[config.mk]
export PLATFORM = sky130hd
export DESIGN_NAME = interrupt_controller
export DESIGN_NICKNAME = d
export VERILOG_FILES = /design/src/rtl/interrupt_controller.sv
export SDC_FILE = /design/constraint.sdc
export NUM_CORES = 1
export LEC_CHECK = 0
export CAP_MARGIN = 10
export CORE_ASPECT_RATIO = 0.5
export CORE_MARGIN = 2
export CORE_UTILIZATION = 43
export CTS_CLUSTER_SIZE = 25
export DETAILED_ROUTE_END_ITERATION = 10
export PLACE_DENSITY_LB_ADDON = 0.05
export SYNTH_ARGS = -nofsm -noshare
export SYNTH_HDL_FRONTEND = slang
export SYNTH_SLANG_ARGS = --single-unit
[constraint.sdc]
create_clock -name i_clk -period 1.6 [get_ports i_clk]
set_input_delay 0.32 -clock i_clk [delete_from_list [all_inputs] [get_ports i_clk]]
set_output_delay 0.32 -clock i_clk [all_outputs]
set_load 0.01 [all_outputs]
[src/rtl/interrupt_controller.sv]
// interrupt_controller: multi-channel interrupt controller for the 5-stage core.
// Rising-edge request latching, mask, fixed priority (index 0 highest), and
// the entry sequence drain -> push PC -> push CCR -> vector -> service.
// Optional feature macro: INTC_NESTING_EN (higher-priority requests may
// preempt a handler in service).
//
// state      | meaning
// -----------+----------------------------------------------------------
// S_IDLE     | no sequence running, waiting for an unmasked pending winner
// S_DRAIN    | fetch frozen while the pipeline drains, down-counter runs
// S_PUSH_PC  | memory stage pushes the PC (one cycle)
// S_PUSH_CCR | memory stage pushes the CCR (one cycle)
// S_VECTOR   | PC loaded with the handler vector, channel marked in service
// S_SERVICE  | handler running, waiting for RTI retirement
module interrupt_controller #(
   parameter int          ID_W         = 2,
   parameter int          ADDR_W       = 32,
   parameter int          DRAIN_CYCLES = 4,
   parameter int unsigned VEC_BASE     = 0,
   parameter int unsigned VEC_STRIDE   = 2
) (
   input  logic                 i_clk,
   input  logic                 i_reset,
   input  logic [(1<<ID_W)-1:0] i_irq,
   input  logic                 i_mask_wr,
   input  logic [(1<<ID_W)-1:0] i_mask_data,
   input  logic                 i_rti,
   output logic                 o_fetch_stall,
   output logic                 o_push_pc,
   output logic                 o_push_ccr,
   output logic                 o_pc_load,
   output logic [ADDR_W-1:0]    o_pc_vector,
   output logic                 o_irq_active,
   output logic [ID_W-1:0]      o_irq_id,
   output logic [(1<<ID_W)-1:0] o_pending
);

   localparam int N_IRQ = 1 << ID_W;
   localparam int CNT_W = (DRAIN_CYCLES > 1) ? $clog2(DRAIN_CYCLES) : 1;
   localparam logic [CNT_W-1:0] DRAIN_INIT = CNT_W'(DRAIN_CYCLES - 1);

   typedef enum logic [2:0] {
      S_IDLE     = 3'd0,
      S_DRAIN    = 3'd1,
      S_PUSH_PC  = 3'd2,
      S_PUSH_CCR = 3'd3,
      S_VECTOR   = 3'd4,
      S_SERVICE  = 3'd5
   } state_t;

   state_t             r_state;
   state_t             w_state_nxt;
   logic [CNT_W-1:0]   r_cnt;
   logic [CNT_W-1:0]   w_cnt_nxt;
   logic [ID_W-1:0]    r_id;
   logic [ID_W-1:0]    w_id_nxt;
   logic [N_IRQ-1:0]   r_in_service;
   logic [N_IRQ-1:0]   w_in_service_nxt;
   logic [N_IRQ-1:0]   r_irq_q;
   logic [N_IRQ-1:0]   r_pending;
   logic [N_IRQ-1:0]   r_mask;
   logic [N_IRQ-1:0]   w_pending_set;
   logic [N_IRQ-1:0]   w_pending_clr;
   logic [N_IRQ-1:0]   w_eligible;
   logic               w_win_vld;
   logic [ID_W-1:0]    w_win_id;
   logic [ID_W-1:0]    w_srv_id;
   logic [ADDR_W-1:0]  w_vec;
   logic               w_in_seq;

   logic               r_fetch_stall;
   logic               r_push_pc;
   logic               r_push_ccr;
   logic               r_pc_load;
   logic [ADDR_W-1:0]  r_pc_vector;
   logic               r_irq_active;
   logic [ID_W-1:0]    r_irq_id;

   function automatic logic [N_IRQ-1:0] onehot(input logic [ID_W-1:0] id);
      return N_IRQ'(1) << id;
   endfunction

   // index of the lowest set bit (0 when none is set)
   function automatic logic [ID_W-1:0] lowest(input logic [N_IRQ-1:0] v);
      logic [ID_W-1:0] res;
      res = '0;
      for (int i = N_IRQ - 1; i >= 0; i--) begin
         if (v[i]) res = ID_W'(i);
      end
      return res;
   endfunction

   assign w_pending_set = i_irq & ~r_irq_q;
   assign w_eligible    = r_pending & ~r_mask;
   assign w_win_vld     = |w_eligible;
   assign w_win_id      = lowest(w_eligible);
   assign w_vec         = ADDR_W'(VEC_BASE) + ADDR_W'(r_id) * ADDR_W'(VEC_STRIDE);

   // Edge detect, pending latches (set beats clear) and mask register
   always_ff @(posedge i_clk or posedge i_reset) begin
      if (i_reset) begin
         r_irq_q   <= '0;
         r_pending <= '0;
         r_mask    <= '0;
      end else begin
         r_irq_q   <= i_irq;
         r_pending <= (r_pending & ~w_pending_clr) | w_pending_set;
         if (i_mask_wr) r_mask <= i_mask_data;
      end
   end

   // FSM state, drain counter, latched id and in-service bits
   always_ff @(posedge i_clk or posedge i_reset) begin
      if (i_reset) begin
         r_state      <= S_IDLE;
         r_cnt        <= '0;
         r_id         <= '0;
         r_in_service <= '0;
      end else begin
         r_state      <= w_state_nxt;
         r_cnt        <= w_cnt_nxt;
         r_id         <= w_id_nxt;
         r_in_service <= w_in_service_nxt;
      end
   end

   // Next-state logic; an accepted winner has its pending bit cleared
   always_comb begin
      w_state_nxt      = r_state;
      w_cnt_nxt        = r_cnt;
      w_id_nxt         = r_id;
      w_in_service_nxt = r_in_service;
      w_pending_clr    = '0;
      case (r_state)
         S_IDLE: begin
            if (w_win_vld) begin
               w_id_nxt      = w_win_id;
               w_pending_clr = onehot(w_win_id);
               w_cnt_nxt     = DRAIN_INIT;
               w_state_nxt   = S_DRAIN;
            end
         end
         S_DRAIN: begin
            if (r_cnt == '0) w_state_nxt = S_PUSH_PC;
            else             w_cnt_nxt   = r_cnt - 1'b1;
         end
         S_PUSH_PC:  w_state_nxt = S_PUSH_CCR;
         S_PUSH_CCR: w_state_nxt = S_VECTOR;
         S_VECTOR: begin
            w_in_service_nxt = r_in_service | onehot(r_id);
            w_state_nxt      = S_SERVICE;
         end
         S_SERVICE: begin
`ifdef INTC_NESTING_EN
            // The lowest in-service bit is the handler currently running;
            // RTI retires it and resumes any preempted handler.
            if (i_rti) begin
               w_in_service_nxt = r_in_service & ~onehot(lowest(r_in_service));
               if (w_in_service_nxt == '0) w_state_nxt = S_IDLE;
            end else if (w_win_vld && (w_win_id < lowest(r_in_service))) begin
               w_id_nxt      = w_win_id;
               w_pending_clr = onehot(w_win_id);
               w_cnt_nxt     = DRAIN_INIT;
               w_state_nxt   = S_DRAIN;
            end
`else
            if (i_rti) begin
               w_in_service_nxt = r_in_service & ~onehot(r_id);
               w_state_nxt      = S_IDLE;
            end
`endif
         end
         default: w_state_nxt = S_IDLE;
      endcase
   end

`ifdef INTC_NESTING_EN
   assign w_srv_id = lowest(w_in_service_nxt);
`else
   assign w_srv_id = w_id_nxt;
`endif

   assign w_in_seq = (w_state_nxt == S_DRAIN) || (w_state_nxt == S_PUSH_PC) ||
                     (w_state_nxt == S_PUSH_CCR) || (w_state_nxt == S_VECTOR);

   // Registered outputs decoded from the next state, so none depends on irq combinationally
   always_ff @(posedge i_clk or posedge i_reset) begin
      if (i_reset) begin
         r_fetch_stall <= 1'b0;
         r_push_pc     <= 1'b0;
         r_push_ccr    <= 1'b0;
         r_pc_load     <= 1'b0;
         r_pc_vector   <= '0;
         r_irq_active  <= 1'b0;
         r_irq_id      <= '0;
      end else begin
         r_fetch_stall <= w_in_seq;
         r_push_pc     <= (w_state_nxt == S_PUSH_PC);
         r_push_ccr    <= (w_state_nxt == S_PUSH_CCR);
         r_pc_load     <= (w_state_nxt == S_VECTOR);
         r_pc_vector   <= (w_state_nxt == S_VECTOR) ? w_vec : '0;
         r_irq_active  <= (w_state_nxt == S_SERVICE);
         if (w_state_nxt == S_SERVICE) r_irq_id <= w_srv_id;
         else if (w_in_seq)            r_irq_id <= w_id_nxt;
         else                          r_irq_id <= '0;
      end
   end

   assign o_fetch_stall = r_fetch_stall;
   assign o_push_pc     = r_push_pc;
   assign o_push_ccr    = r_push_ccr;
   assign o_pc_load     = r_pc_load;
   assign o_pc_vector   = r_pc_vector;
   assign o_irq_active  = r_irq_active;
   assign o_irq_id      = r_irq_id;
   assign o_pending     = r_pending;

endmodule

Yosys cells after proc, flatten, opt, wreduce, memory -nomap -nowiden
Cells that the tools add are included.
{ "word_totals": {"regBits": 29, "inputBits": 12, "wordCells": 60} }
{ "op_classes": {"add_sub_neg": 1, "n_eq_ne": 12, "shift": 1, "mux": 18, "bitwise": 7, "n_reduce_logical": 8} }
{ "ops": {"columns": ["op", "n"], "rows": [
  ["$mux W2", 10],
  ["$pmux W3 S6", 1],
  ["$and A4 B4 Y4", 3],
  ["$eq A3 B2 Y1 const B", 4],
  ["$eq A3 B3 Y1 const B", 4],
  ["$mux W3", 4],
  ["$not A4 Y4", 3],
  ["$mux W4", 2],
  ["$eq A3 B1 Y1 const B", 2],
  ["$ne A2 B2 Y1 const B", 2],
  ["$or A4 B4 Y4", 1],
  ["$pmux W2 S2", 1],
  ["$reduce_or A4 Y1", 1],
  ["$shl A1 B2 Y4 const A", 1],
  ["$logic_not A3 Y1", 1],
  ["$logic_or A1 B1 Y1", 3],
  ["$reduce_and A3 Y1", 1],
  ["$logic_not A2 Y1", 1],
  ["$reduce_bool A2 Y1", 1],
  ["$sub A2 B1 Y2 const B", 1]
]} }

Depth between registers and ports, before layout
{ "logic_depth": {"depth_word": 12, "depth_mapped": 6, "depth_no_buf": 6} }

Least setup slack after synthesis
OpenSTA, ideal clock, no wires.
{ "synth_path": {"path_type": "reg-to-reg", "from": "register r_pending[3], in the netlist o_pending[3]", "to": "register r_irq_id[1], in the netlist o_irq_id[1]", "setup_time_ns": 0.136, "arrival_ns": 1.316, "slack_ns": 0.148, "stages_incl_launch_ff": 5, "synth_period_minus_slack_ns": 1.452, "cell_sequence": "dfrtp_1 > nor2b_1 > o41ai_2 > a21boi_2 > a211oi_2"} }
{ "synth_between": {"elab_chain_len": 10, "word_cells_on_any_way": 20, "classes_between": "eq/ne (5); mux (10); bitwise (1); reduce/logical (4)"} }
{ "synth_rtl": {"columns": ["item", "line", "rtl"], "rows": [
  ["from (decl)", "60", "logic [N_IRQ-1:0] r_pending;"],
  ["from (signal assigned)", "107", "r_pending <= (r_pending & ~w_pending_clr) | w_pending_set;"],
  ["$and A4 B4 Y4 (*)", "94", "assign w_eligible = r_pending & ~r_mask;"],
  ["$reduce_or A4 Y1", "95", "assign w_win_vld = |w_eligible;"],
  ["$mux W3", "136", "if (w_win_vld) begin"],
  ["$pmux W3 S6", "134", "case (r_state)"],
  ["$eq A3 B1 Y1 / $eq A3 B2 Y1 (equally long branches)", "183", "assign w_in_seq = (w_state_nxt == S_DRAIN) || (w_state_nxt == S_PUSH_PC) ||"],
  ["$logic_or A1 B1 Y1 (2 in a row)", "183", null],
  ["$logic_or A1 B1 Y1", "184", "(w_state_nxt == S_PUSH_CCR) || (w_state_nxt == S_VECTOR);"],
  ["$mux W2", "204", "else if (w_in_seq) r_irq_id <= w_id_nxt;"],
  ["$mux W2 (*)", "203", "if (w_state_nxt == S_SERVICE) r_irq_id <= w_srv_id;"],
  ["to (signal assigned)", "203", null],
  ["to (signal assigned)", "204", null],
  ["to (decl)", "77", "logic [ID_W-1:0] r_irq_id;"]
]} }
Mark *: on every way between the ends. The rest lies on a longest branch, timed or not.
A chain may end at the register's enable or synchronous reset.

Final worst setup path
{ "layout_path": {"from": "register r_pending[3], in the netlist o_pending[3]", "to": "output o_pending[3]"} }
{ "layout_lines": {"columns": ["item", "line", "rtl"], "rows": [
  ["to (decl)", "35", "output logic [(1<<ID_W)-1:0] o_pending"]
]} }
No word-level cell between the ends.

==> run summary <==
The run finished with clean final reports. Of the total synthesized cell area, the portion taken by XOR and XNOR cells is 0.6318%. The path category of the worst min-delay check is in -> async.

The detailed router placed 845 vias in this run. Clock-pin slew was measured on the worst setup and hold paths at 0.09 ns. Port buffering added 24 buffers. Setup repair after global routing left no endpoint under its margin. Per report_power, the clock group accounts for 13.9% of the total. During synthesis, Yosys emitted a total of 0 warnings. The clock passes through at most 2 buffers. Across the run, the number of max-cap violations was 0.

The critical path goes through clkdlybuf4s50_1. The number of cells on the critical path came out at 1. Setup total negative slack on the finished layout was measured at 0 ns.

Buffers added to address setup during post-CTS repair amount to 0. From bottom edge to top edge, the die measures 44.15 microns. The worst IR drop on VDD was 0.7828 mV. After global routing the overflow that remains totals 0. The average cell area after synthesis came out at 11.09 sq um. The sequential cell fraction of total power is 40.1%, and the cell-internal power is 1737 uW.

The total power consumption of the routed design was 2679 uW. For the area of the die, the log shows 3722 sq um. Count of hold-fix buffers inserted at cts: 0.

For the initial core utilization, the log shows 45.75%. The sum of routed wire length over all layers is 2080 microns, and the number of synthesized register bits is 28. The via count of the first global-routing pass is 734. The portion of synthesized area spent on multiplexers is 3.249%. The number of buffers and inverters on the critical path works out to 1. After Yosys synthesis, full adders, half adders and majority gates account for 0.9025% of the synthesized area. The tools report the number of nets in the layout as 169. The main combinational cell family by area after synthesis was buffers and inverters. The number of iterations in the first detailed-routing pass was 2. Summing the areas of all compound-gate instances in the mapped netlist gives 11.10% of the synthesized area. After synthesis, flip-flops and latches occupy 50.54% of the total area. The slowest stage of the critical path is the sky130_fd_sc_hd__clkdlybuf4s50_1 cell.

Counting every sink on the clock net gives 28. The later pin in the worst-skew pair is clocked with a latency of 0.27 ns. Once detailed placement completed, the half-perimeter wirelength came to 1654 microns.

During I/O placement, the number of pins put on the boundary was 55. Of the cells placed in the final design, the portion with a size suffix greater than 1 is 12.34%. The register-to-register setup slack came out at 0.17 ns.

The number of rows in the core area is 14. Type of element launching the critical path: a register. The startpoint identified for the worst register-to-register timing path is r_state[0]. The run gives 6 as the number of DRC violations after detailed-routing iteration 0. At the end of routability-driven placement, the weighted congestion stood at 0.8394. Once detail routing completed, the nets flagged for antenna violations numbered 0. The worst register-to-register path has a depth of 3. The post-cts sizing count is 0, and the largest fanout on the critical path is 4. Clock root buffer master: sky130_fd_sc_hd__clkbuf_8. The number of buffers created by CTS was 3; the antenna diode count was 0.

The cell count after synthesis came out at 125. The logic gate share of total power was 46.0%. From synthesis to final layout, the design area changed by 16.61%. In the final routed layout, each cell accounts on average for 10.72 microns. The floorplan step defined a core boundary enclosing 3030 sq um. After detailed routing, the number of vias per cell comes to 4.356.

The width of the chip was 84.30 microns; the fraction of the mapped netlist area in simple logic gates was 13.00%. The worst setup path is captured at an output port. For the placed cell area, the log shows 1575 sq um. Counting distinct cell types in the post-synthesis netlist gives 34. H-tree level count: 1.

In the synthesized netlist the dominant register cell turns out to be sky130_fd_sc_hd__dfrtp_1. Setup violations remaining at the end of the flow were counted as 0. Most common cell after layout, fill and taps aside: sky130_fd_sc_hd__conb_1. Critical register-to-register path endpoint: o_pending[3].

The final count of hold timing violations was 0; the critical path required time was 1.28 ns. Entering global routing, the biggest net connects 29 pins. The fraction of the cycle the final worst path needs was 95.45%. For the cell area after layout, the log shows 1617 sq um. The cell family contributing the most delay on the critical path is buffers and inverters. The library cells used most frequently in the layout, excluding fill and tap cells, are sky130_fd_sc_hd__conb_1, sky130_fd_sc_hd__dfrtp_1, sky130_fd_sc_hd__clkdlybuf4s50_1, sky130_fd_sc_hd__inv_1. The critical path starts at o_pending[3].

The run gives 0 as the number of max-slew violations in the final report. Based on the critical path, the design can be clocked at up to 654.8 MHz. The arrival time at the worst endpoint was 1.21 ns; the switching power as a share of total power was 35.15%. The minimum clock period came out at 1.527 ns. The summed instance area of the synthesized netlist is 1386 sq um, and the power per standard cell area is 1657 nW/um^2. Setup slack closes at 0.07280 ns. The worst-case clock skew was 0.004863 ns; the async set or reset register ratio after synthesis was 100.0%.

For this design the static power due to leakage is 0.0007820 uW. The critical path ends at o_pending[3]. After filler insertion, the fill cell instance count of the layout stands at 281. Remaining design rule violation count: 0. The number of synthesized flops with an enable pin is 0, and the switching power is 941.4 uW.

The logs give 0.1360 ns for the worst setup timing slack at the placement stage and 11.96% for the total global routing track utilization. Wire length of the first global-routing pass: 3463 microns. TritonCTS built the clock tree. Biggest cell delay along the critical path: 0.55 ns. The critical path is of the reg -> out type. For the initial antenna violation count, the log shows 0.
[stage by stage]
stage	cells	hold WS [ns]	util, %
6_report	194	0.4128	53.34
5_1_grt	194	0.4462	53.34
4_1_cts	194	0.4201	53.34
3_5_place_dp	191	0.4073	51.98
3_3_place_gp	191	0.3924	51.98
2_1_floorplan	154	0.3514	-
[final cells by class]
cell class | instances | area [sq um] | share of cell area, %
repair buffers | 29 | 277.8 | 17.18
flip-flops and latches | 28 | 700.7 | 43.34
clock buffers | 3 | 41.29 | 2.554
multi-input cells | 85 | 513.0 | 31.73
well taps | 40 | 50.05 | 3.096
inverters | 9 | 33.78 | 2.090
[worst reg2reg max path: stages (launching register included)]
cell and delay [ns]:
sky130_fd_sc_hd__dfrtp_1 0.47, sky130_fd_sc_hd__or3_4 0.43, sky130_fd_sc_hd__o41ai_1 0.31, sky130_fd_sc_hd__o21ai_1 0.10
[kinds of logic (layout without fill, tap and decap cells)]
family,count (synthesis),in the layout
flops,28,28
simple gates,28,28
xor+xnor,1,1
other cells,1,30
mux,4,4
buf+inv,41,41
fa+ha+maj,1,1
compound gates,21,21
[state kept, by name, indices dropped and copies added, names as in the netlist]
signal	cells
o_irq_active	1
o_pc_vector	2
r_id	2
o_push_ccr	1
o_pending	4
o_irq_id	2
o_pc_load	1
r_state	3
r_irq_q	4
o_fetch_stall	1
o_push_pc	1
r_mask	4
r_cnt	2
[synth_stat cells (all sizes together) (3+ instances only)]
| library cell | number | area, sq um |
|---|---|---|
| a21oi | 4 | 20.02 |
| buf | 32 | 247.7 |
| dfrtp | 28 | 700.7 |
| inv | 9 | 33.78 |
| mux2 | 4 | 45.04 |
| nand2 | 5 | 18.77 |
| nand2b | 4 | 25.02 |
| nor2 | 5 | 18.77 |
| nor2b | 4 | 32.53 |
| o21ai | 6 | 30.02 |
| o31ai | 3 | 22.52 |
[metal layers]
layer | up-vias | track usage, % | routed length (microns)
li1 | 415 | - | -
met1 | 381 | 16.45 | 996
met2 | 46 | 18.10 | 867
met3 | 3 | 4.104 | 202
met4 | 0 | 3.871 | 14
met5 | - | 0 | 0
[how the worst min path moves through the flow]
stage	slack, ns	startpoint	cells after the start	end
detailed placement	0.41	r_irq_q[2]	1	o_pending[2]
global placement	0.39	r_irq_q[3]	1	o_pending[3]
finish	0.41	i_reset	3	o_pc_vector[1]
global route	0.45	r_irq_q[3]	1	o_pending[3]
CTS	0.42	r_irq_q[2]	1	o_pending[2]
floorplan	0.35	i_irq[0]	0	r_irq_q[0]
[power groups by stage]
stage | Combinational [uW] | Sequential [uW] | Clock (uW)
6_report | 1230 | 1080 | 372
5_1_grt | 1390 | 1100 | 419
4_1_cts | 1250 | 1080 | 393
3_5_place_dp | 1240 | 1090 | 0
3_3_place_gp | 1240 | 1090 | 0
2_1_floorplan | 827 | 1110 | 0
Note: power is estimated with default switching activity, not from simulation.
